File: src/rtl/ptt_pkg.sv
// Shared PTT definitions: one-hot state encodings, default debounce/timeout
// values and the state-to-output decode used by the conditioner and sequencers.
package ptt_pkg;

    localparam int DEB_CNT_DEF      = 4;
    localparam int TOT_CNT_DEF      = 20;
    localparam int TOT_CNT_SIZE_DEF = 21;

    localparam logic [3:0] S_IDLE    = 4'b0001;
    localparam logic [3:0] S_TX      = 4'b0010;
    localparam logic [3:0] S_TOTLOCK = 4'b0100;
    localparam logic [3:0] S_FAULT   = 4'b1000;

    typedef struct packed {
        logic ptt_out;
        logic tot_flag;
        logic fault_flag;
    } ptt_out_t;

    // ptt_out is active low: only TX pulls it down.
    function automatic ptt_out_t state_outputs(input logic [3:0] st);
        ptt_out_t o;
        o = '{ptt_out: 1'b1, tot_flag: 1'b0, fault_flag: 1'b0};
        case (st)
            S_TX:      o.ptt_out    = 1'b0;
            S_TOTLOCK: o.tot_flag   = 1'b1;
            S_FAULT:   o.fault_flag = 1'b1;
            default:   o.ptt_out    = 1'b1;
        endcase
        return o;
    endfunction

endpackage

File: src/rtl/ptt_cond_if.sv
// Rig-side inputs and conditioned outputs of the PTT conditioner.
interface ptt_cond_if;
    logic ptt_raw;
    logic swr_fault;
    logic ptt_out;
    logic tot_flag;
    logic fault_flag;

    modport master (
        output ptt_raw,
        output swr_fault,
        input  ptt_out,
        input  tot_flag,
        input  fault_flag
    );

    modport slave (
        input  ptt_raw,
        input  swr_fault,
        output ptt_out,
        output tot_flag,
        output fault_flag
    );
endinterface

File: src/rtl/ptt_cond_debounce.sv
// Two-flop synchronizer followed by a consecutive-sample debouncer for the
// active-low PTT line; idles (and resets) to the released level 1.
module ptt_debounce
    import ptt_pkg::*;
#(
    parameter int DEB_CNT = DEB_CNT_DEF
) (
    input  logic clk,
    input  logic reset,
    input  logic din,
    output logic dout
);

    localparam int CW = (DEB_CNT > 1) ? $clog2(DEB_CNT) : 1;
    localparam logic [CW-1:0] CNT_LAST = CW'(DEB_CNT - 1);

    logic [1:0]    r_sync;
    logic          r_db;
    logic [CW-1:0] r_cnt;
    logic          w_s;

    assign w_s  = r_sync[1];
    assign dout = r_db;

    always_ff @(posedge clk) begin
        if (reset) begin
            r_sync <= 2'b11;
            r_db   <= 1'b1;
            r_cnt  <= '0;
        end else begin
            r_sync <= {r_sync[0], din};
            // Any agreeing sample restarts the run, so short glitches never land.
            if (w_s == r_db) begin
                r_cnt <= '0;
            end else if (r_cnt == CNT_LAST) begin
                r_db  <= w_s;
                r_cnt <= '0;
            end else begin
                r_cnt <= r_cnt + CW'(1);
            end
        end
    end

endmodule

File: src/rtl/ptt_cond.sv
// PTT conditioner: debounced PTT, synchronized SWR fault, transmit timeout
// lockout and registered active-low PTT to the downstream sequencer.
module ptt_cond
    import ptt_pkg::*;
#(
    parameter int DEB_CNT      = DEB_CNT_DEF,
    parameter int TOT_CNT      = TOT_CNT_DEF,
    parameter int TOT_CNT_SIZE = TOT_CNT_SIZE_DEF
) (
    input  logic     clk,
    input  logic     reset,
    ptt_cond_if.slave ptt_if
);

    localparam logic                    TOT_EN   = (TOT_CNT != 0);
    localparam logic [TOT_CNT_SIZE-1:0] TOT_LOAD = TOT_CNT_SIZE'(TOT_CNT);

    logic                    w_ptt_db;
    logic                    w_fault_s;
    logic [1:0]              r_fsync;
    logic [3:0]              r_state;
    logic [3:0]              w_state_next;
    logic [TOT_CNT_SIZE-1:0] r_tot;
    ptt_out_t                r_out;
    ptt_out_t                w_out_next;

    ptt_debounce #(
        .DEB_CNT (DEB_CNT)
    ) u_debounce (
        .clk   (clk),
        .reset (reset),
        .din   (ptt_if.ptt_raw),
        .dout  (w_ptt_db)
    );

    // The fault path is only synchronized: a trip must reach the PA immediately.
    always_ff @(posedge clk) begin
        if (reset) begin
            r_fsync <= 2'b00;
        end else begin
            r_fsync <= {r_fsync[0], ptt_if.swr_fault};
        end
    end

    assign w_fault_s = r_fsync[1];

    always_comb begin
        w_state_next = S_IDLE;
        case (r_state)
            S_IDLE: begin
                if (!w_fault_s && !w_ptt_db) begin
                    w_state_next = S_TX;
                end else begin
                    w_state_next = S_IDLE;
                end
            end
            S_TX: begin
                if (w_fault_s) begin
                    w_state_next = S_FAULT;
                end else if (w_ptt_db) begin
                    w_state_next = S_IDLE;
                end else if (TOT_EN && (r_tot == '0)) begin
                    w_state_next = S_TOTLOCK;
                end else begin
                    w_state_next = S_TX;
                end
            end
            // Lockouts only clear once the operator lets go of PTT.
            S_TOTLOCK: begin
                w_state_next = w_ptt_db ? S_IDLE : S_TOTLOCK;
            end
            S_FAULT: begin
                w_state_next = (w_ptt_db && !w_fault_s) ? S_IDLE : S_FAULT;
            end
            default: begin
                w_state_next = S_IDLE;
            end
        endcase
    end

    assign w_out_next = state_outputs(w_state_next);

    always_ff @(posedge clk) begin
        if (reset) begin
            r_state <= S_IDLE;
            r_tot   <= '0;
            r_out   <= '{ptt_out: 1'b1, tot_flag: 1'b0, fault_flag: 1'b0};
        end else begin
            r_state <= w_state_next;
            r_out   <= w_out_next;
            if ((r_state == S_IDLE) && (w_state_next == S_TX)) begin
                r_tot <= TOT_LOAD;
            end else if ((r_state == S_TX) && (r_tot != '0)) begin
                r_tot <= r_tot - TOT_CNT_SIZE'(1);
            end
        end
    end

    assign ptt_if.ptt_out    = r_out.ptt_out;
    assign ptt_if.tot_flag   = r_out.tot_flag;
    assign ptt_if.fault_flag = r_out.fault_flag;

endmodule

File: src/flat_wrapper.sv
// flat-port wrapper written by rule: the top's interface ports become plain ports
module ptt_cond_flat import ptt_pkg::*;
#(
    parameter int DEB_CNT      = DEB_CNT_DEF,
    parameter int TOT_CNT      = TOT_CNT_DEF,
    parameter int TOT_CNT_SIZE = TOT_CNT_SIZE_DEF
)
  (clk, reset, ptt_if_ptt_raw, ptt_if_swr_fault, ptt_if_ptt_out, ptt_if_tot_flag, ptt_if_fault_flag);
  ptt_cond_if ptt_if_i ();
  input  logic clk;
  input  logic reset;
  input wire logic [$bits(ptt_if_i.ptt_raw)-1:0] ptt_if_ptt_raw;
  input wire logic [$bits(ptt_if_i.swr_fault)-1:0] ptt_if_swr_fault;
  output wire logic [$bits(ptt_if_i.ptt_out)-1:0] ptt_if_ptt_out;
  output wire logic [$bits(ptt_if_i.tot_flag)-1:0] ptt_if_tot_flag;
  output wire logic [$bits(ptt_if_i.fault_flag)-1:0] ptt_if_fault_flag;
  assign ptt_if_i.ptt_raw = ptt_if_ptt_raw;
  assign ptt_if_i.swr_fault = ptt_if_swr_fault;
  assign ptt_if_ptt_out = ptt_if_i.ptt_out;
  assign ptt_if_tot_flag = ptt_if_i.tot_flag;
  assign ptt_if_fault_flag = ptt_if_i.fault_flag;
  ptt_cond #(.DEB_CNT(DEB_CNT), .TOT_CNT(TOT_CNT), .TOT_CNT_SIZE(TOT_CNT_SIZE)) u_core (.clk(clk), .reset(reset), .ptt_if(ptt_if_i));
endmodule
File: config.mk
export PLATFORM = sky130hd
export DESIGN_NAME = ptt_cond_flat
export DESIGN_NICKNAME = d
export VERILOG_FILES = /design/src/rtl/ptt_pkg.sv /design/src/rtl/ptt_cond_if.sv /design/src/rtl/ptt_cond_debounce.sv /design/src/rtl/ptt_cond.sv /design/src/flat_wrapper.sv
export SDC_FILE = /design/constraint.sdc
export NUM_CORES = 1
export LEC_CHECK = 0
export CORE_UTILIZATION = 35
export DETAILED_ROUTE_END_ITERATION = 6
export PLACE_DENSITY = 0.49
export RECOVER_POWER = 100
export SLEW_MARGIN = 20
export SYNTH_ARGS = -nofsm -noshare
export SYNTH_HDL_FRONTEND = slang
export SYNTH_SLANG_ARGS = --single-unit
File: constraint.sdc
create_clock -name clk -period 4.5 [get_ports clk]
set_clock_uncertainty 0.15 [all_clocks]
set_input_delay 0.9 -clock clk [delete_from_list [all_inputs] [get_ports clk]]
set_output_delay 0.9 -clock clk [all_outputs]
set_load 0.05 [all_outputs]
==> run_results.csv, run 1 <==
group,metric,value,unit
clocking,cts_resized,0,
power,power_density,331,nW/um^2
grt,grt_overflow,0,
clocking,cts_tree,"yes",
clocking,cts_hold_buf,0,
floorplan,ios,7,
power,ir_drop,0.150,mV
sta,setup_viol,0,
sta,setup_tns,0,ps
worst_hold_path,hold_class,"flip-flop to flip-flop",
final_layout,multi_input_area,900,um^2
detailed_routing,drt-pass1-iter-count,4,
logic_synthesis,synth_seq_cells,35,
floorplan,dieArea,5060,um^2
sta,clock.fmax,392,MHz
setup_path,crit_fanout,18,
placed_design,place_inst,227,
setup_path,arrival,2580,ps
clocking,clk_path_buf_depth,2,
clocking,cts-htree-levels,2,
placed_design,gp_congestion,0.770,
logic_synthesis,synth_edf_count,0,
logic_synthesis,synth_cell_type_count,45,
final_layout,nNetsFinal,189,
setup_path,cpMaxStageDelayCell,"nor4_4",
logic_synthesis,syn_area_per_cell,9.29,um^2
placed_design,dp_hpwl,2220,um
final_layout,fillers,443,
final_layout,area_delta_synth_final,11.2,%
detailed_routing,vias,1232,
sta,slew_violations,0,
logic_synthesis,syn_inst,180,
job,cap_viol_max_count,0,
sta,relSlewSlack,38.6,%
setup_path,cp-end-kind,"flip-flop",
detailed_routing,wl,3110,um
power,power_switching,120,uW
floorplan,row_count,24,
setup_path,critPathBufInv,0,
sta,worstMarginPinSlew,914,ps
logic_synthesis,synth_area,1670,um^2
logic_synthesis,yosys.cell_count.top_type,"dfxtp_1",
power,internal_power,495,uW
power,p_comb_share,1.5,%
detailed_routing,drt_iter0_drc,19,
clocking,cts_buffers,5,
logic_synthesis,async_reset_ff_share,0,%
logic_synthesis,syn_nets,187,
grt,grt_pass1_vias,1229,
power,leakage,0.624,nW
power,switching_share,19.5,%
power,seq_power_share,50.8,%
clocking,clock_sinks,35,
detailed_routing,vias_per_cell,5.24,
setup_path,path_delay_family,"simple AND/OR/NAND/NOR gates",
status,status,"finished, final reports clean",
final_layout,seq_area,701,um^2
setup_path,cp.required,4530,ps
floorplan,die_w,71.1,um
sta,rsz0062_at_grt,"false",
placed_design,portBuffers,6,
floorplan,die_y,71.1,um
sta,hold_violations,0,
final_layout,fin_cells,235,
setup_path,crit_type,"flip-flop to flip-flop",
final_layout,diodes,0,
setup_path,start_kind,"flip-flop",
grt,grt_pass1_wl,5560,um
logic_synthesis,synth_top_cell_by_area,"dfxtp_1",
logic_synthesis,ys_top_cells_by_count,"35 x dfxtp_1, 27 x nor2_1, 18 x xnor2_1",
floorplan,initial_core_util,37.4,%
power,power,615,uW
setup_path,crit_path_max_incr_delay,800,ps
logic_synthesis,ys.flop_type,"dfxtp_1",
detailed_routing,wl_per_cell,13.2,um
grt,grt_max_degree,20,
final_layout,drive_above_1_share,10.4,%
logic_synthesis,yosysTopAreaCellShare,41.9,%
grt,antenna_found_initial,0,
placed_design,placed_area,1740,um^2
detailed_routing,ant_nets,0,
clocking,post_cts_buffers,0,
clocking,cts_root_buf,"clkbuf_8",
setup_path,path_cells,"or3_1, nor4_4, nand4_2, and2_0, nor4_1",
grt,grtUsageTotal,14.1,%
logic_synthesis,yosysWarnings,0,
clocking,clk_pin_slew,70,ps
sta,holdWs,270,ps
power,pwr-share-clk,47.7,%
sta,period_minus_slack,2550,ps
final_layout,final_area,1860,um^2
logic_synthesis,ys_top_cells_by_area,"dfxtp_1 42%, xnor2_1 9.4%, nor2_1 6.1%",
sta,fin_crit_sh,56.7,%
clocking,clk_latency,280,ps
logic_synthesis,synth-seq-area-share,41.9,%
detailed_routing,drc,0,
floorplan,core_area,4470,um^2
[through the flow]
stage / worst slack, ps / util [%]
2_1_floorplan: 2320 / -
6_report: 1950 / 41.5
3_5_place_dp: 1740 / 39.0
3_3_place_gp: 1780 / 39.0
4_1_cts: 1940 / 41.6
5_1_grt: 1750 / 41.5
[worst paths after layout]
kind                                             startpoint                          end  slack [ps]  depth (start not counted)
worst max register to register              u_core.r_tot[8]       u_core.ptt_if.tot_flag        1950                          5
worst min-delay path            u_core.u_debounce.r_sync[0]  u_core.u_debounce.r_sync[1]         270                          1
worst max-delay path                        u_core.r_tot[8]       u_core.ptt_if.tot_flag        1950                          5
worst min register to register  u_core.u_debounce.r_sync[0]  u_core.u_debounce.r_sync[1]         270                          1
[worst reg2reg max path: stages (launching register included)]
cell	delay [ps]
dfxtp_1	350
or3_1	490
nor4_4	800
nand4_2	190
and2_0	220
nor4_1	250
[cells in the final DEF (no fill, tap or decap), types with 4 or more instances in the layout]
cell           count
nor2b_1            4
clkbuf_8           6
o21ai_0            4
nand2_1            6
dlygate4sd3_1      4
inv_1              4
dfxtp_1           35
or3_1              6
nor4_1             4
nor2_1            27
a2111oi_0          7
xnor2_1           18
a21oi_1            9
[sequential cells by signal, summed over array words and instances, names as in the netlist]
name,count
u_core.u_debounce.r_cnt,2
u_core.r_tot,21
u_core.ptt_if.tot_flag,1
u_core.u_debounce.r_sync,2
u_core.ptt_if.fault_flag,1
u_core.u_debounce.dout,1
u_core.r_fsync,2
u_core.ptt_if.ptt_out,1
u_core.r_state,4
[final cells by class]
type,count,share of cell area [%]
Tap cell,52,3.50
Clock inverter,2,1.89
Timing Repair Buffer,6,3.23
Inverter,4,0.808
Clock buffer,6,4.44
Multi-Input combinational cell,130,48.4
Sequential cell,35,37.7
[power by group through the flow]
stage	combinational (mW)	clock [mW]	sequential, mW
after floorplan	0.00582	0	0.319
after global placement	0.00941	0	0.319
after detailed placement	0.00974	0	0.320
after CTS	0.00981	0.301	0.312
after global routing	0.0104	0.314	0.312
final	0.00929	0.293	0.312
[metal layers]
| metal | up-vias | wire (um) | GRT usage [%] |
|---|---|---|---|
| li1 | 643 | - | - |
| met4 | 0 | 19 | 3.78 |
| met1 | 578 | 1610 | 18.5 |
| met5 | - | 0 | 0 |
| met3 | 2 | 77 | 4.70 |
| met2 | 9 | 1410 | 22.3 |
[cell families after synthesis]
kind of cell | synth area share (%)
buffers and inverters | 4.12
and+or+nand+nor | 28.4
adders and majority gates | 2.25
xor gates and xnor gates | 9.96
DFF | 41.9
AOI/OAI and AO/OA | 13.4
(Power assumes the default switching activity.)
==> run 2, diff against run 1 <==
- clock period: 4.5 -> 2.65 ns (I/O delays scaled with it)
==> run_results.csv, run 2 (synthesis gave the netlist of run 1 again) <==
group,metric,value,unit
final_layout,fillers,451,
setup_path,arrival,2440,ps
final_layout,final_area,1850,um^2
grt,antenna_found_initial,0,
final_layout,nNetsFinal,192,
status,status,"finished, final reports clean",
worst_hold_path,holdPathEnd,"u_core.u_debounce.r_cnt[0]",
power,power_density,521,nW/um^2
clocking,cts_buffers,5,
detailed_routing,vias_per_cell,5.29,
grt,grt_pass1_vias,1160,
setup_path,crit_path_max_incr_delay,470,ps
sta,fin_crit_sh,89.5,%
placed_design,portBuffers,6,
detailed_routing,wl,3100,um
power,switching_share,19.8,%
detailed_routing,vias,1258,
floorplan,row_count,24,
sta,setup_viol,0,
worst_hold_path,holdCritStartpoint,"u_core.u_debounce.r_cnt[0]",
final_layout,diodes,0,
grt,grt_overflow,0,
placed_design,gp_congestion,0.761,
floorplan,die_y,71.1,um
detailed_routing,drt_iter0_drc,36,
final_layout,regMostFlops,"u_core.r_tot",
placed_design,placed_area,1770,um^2
floorplan,die_w,71.1,um
power,power,965,uW
floorplan,dieArea,5060,um^2
final_layout,final_cell_mix,"35 x dfxtp_1, 27 x nor2_1, 18 x xnor2_1, 9 x a21oi_1",
power,seq_power_share,55.0,%
detailed_routing,wl_per_cell,13.0,um
floorplan,initial_core_util,37.4,%
power,leakage,0.620,nW
detailed_routing,ant_nets,0,
placed_design,place_inst,230,
clocking,cts-htree-levels,2,
setup_path,cpMaxStageDelayCell,"or4_1",
detailed_routing,drc,0,
floorplan,ios,7,
clocking,clk_latency,280,ps
floorplan,core_area,4470,um^2
final_layout,fin_util,41.4,%
power,pwr-share-clk,43.2,%
power,power_switching,191,uW
sta,worstMarginPinSlew,552,ps
sta,relSlewSlack,62.2,%
final_layout,drive_above_1_share,10.2,%
final_layout,largest_register_ffs,21,
setup_path,rr_startpoint,"u_core.r_tot[0]",
final_layout,final_common_cell,"dfxtp_1",
sta,slew_violations,0,
sta,setup_tns,0,ps
setup_path,cp-end-kind,"flip-flop",
clocking,clk_pin_slew,70,ps
setup_path,crit_fanout,18,
sta,rsz0062_at_grt,"false",
clocking,cts_root_buf,"clkbuf_8",
grt,grtUsageTotal,13.7,%
setup_path,reg2reg_depth,7,
setup_path,reg2reg_to,"u_core.r_tot[19]",
clocking,clk_path_buf_depth,2,
sta,period_minus_slack,2370,ps
clocking,cts_tree,"yes",
detailed_routing,drt-pass1-iter-count,4,
job,cap_viol_max_count,0,
power,p_comb_share,1.8,%
setup_path,r2r_slack,280,ps
clocking,cts_hold_buf,0,
setup_path,cp.required,2710,ps
setup_path,path_cells,"inv_1, ha_1, nor4b_1, and4b_2, a211o_1, or4_1, a21oi_1",
worst_hold_path,holdPathStages,1,
placed_design,dp_hpwl,2210,um
final_layout,area_delta_synth_final,10.7,%
power,ir_drop,0.199,mV
sta,clock.fmax,422,MHz
grt,grt_max_degree,19,
worst_hold_path,hold_class,"flip-flop to flip-flop",
setup_path,crit_type,"flip-flop to flip-flop",
clocking,clock_sinks,35,
power,internal_power,774,uW
final_layout,fin_cells,238,
final_layout,reg_top3,"u_core.r_tot x21, u_core.r_state x4",
sta,hold_violations,0,
setup_path,start_kind,"flip-flop",
grt,grt_pass1_wl,5430,um
-- run 2: power by group through the flow --
| stage | combinational [mW] | clock, mW | sequential (mW) |
|---|---|---|---|
| 6_report | 0.0173 | 0.417 | 0.530 |
| 5_1_grt | 0.0197 | 0.458 | 0.530 |
| 4_1_cts | 0.0195 | 0.431 | 0.530 |
| 3_5_place_dp | 0.0195 | 0 | 0.542 |
| 3_3_place_gp | 0.0193 | 0 | 0.542 |
| 2_1_floorplan | 0.00988 | 0 | 0.542 |
-- run 2: metrics by stage --
step / hold WS (ps) / setup WS (ps)
after floorplan: 239 / 467
after global placement: 256 / 291
after detailed placement: 248 / 197
after CTS: 275 / 177
after global routing: 280 / 116
final: 269 / 278
-- run 2: timing repair --
| item | in CTS | in global routing |
|---|---|---|
| resized for setup | 0 | 1 |
| buffers inserted | 0 | 0 |
| endpoints found under the hold margin | 0 | 0 |
| endpoints found under the setup margin | 0 | 1 |
-- run 2: how the worst max path moves through the flow --
stage,from,to,slack [ps]
finish,u_core.r_tot[0],u_core.r_tot[19],280
global route,u_core.r_tot[4],u_core.r_tot[12],120
CTS,u_core.r_tot[0],u_core.r_tot[19],180
detailed placement,u_core.r_tot[0],u_core.r_tot[19],200
global placement,u_core.r_tot[0],u_core.r_tot[19],290
floorplan,u_core.r_tot[0],u_core.r_tot[7],470
-- run 2: area by class of cell --
class	count	area (um^2)	area share (%)
sequential	35	701	37.9
timing repair buffer	9	75.1	4.06
clock buffer	8	100	5.41
multi-input combinational	130	895	48.3
tap	52	65.1	3.52
inverter	4	15.0	0.811
-- run 2: critical path: cells and delay by family, from the launching register on --
family	cells	cell delay [ps]
flops	1	360
simple gates	3	990
compound gates	2	520
buf+inv	1	90
fa+ha+maj	1	190
-- run 2: routing by layer --
| metal | GRT usage (%) | part of all wire (%) |
|---|---|---|
| met5 | 0 | 0 |
| met2 | 22.4 | 46 |
| met4 | 4.67 | 0.61 |
| met1 | 17.3 | 51 |
| met3 | 3.85 | 2.3 |
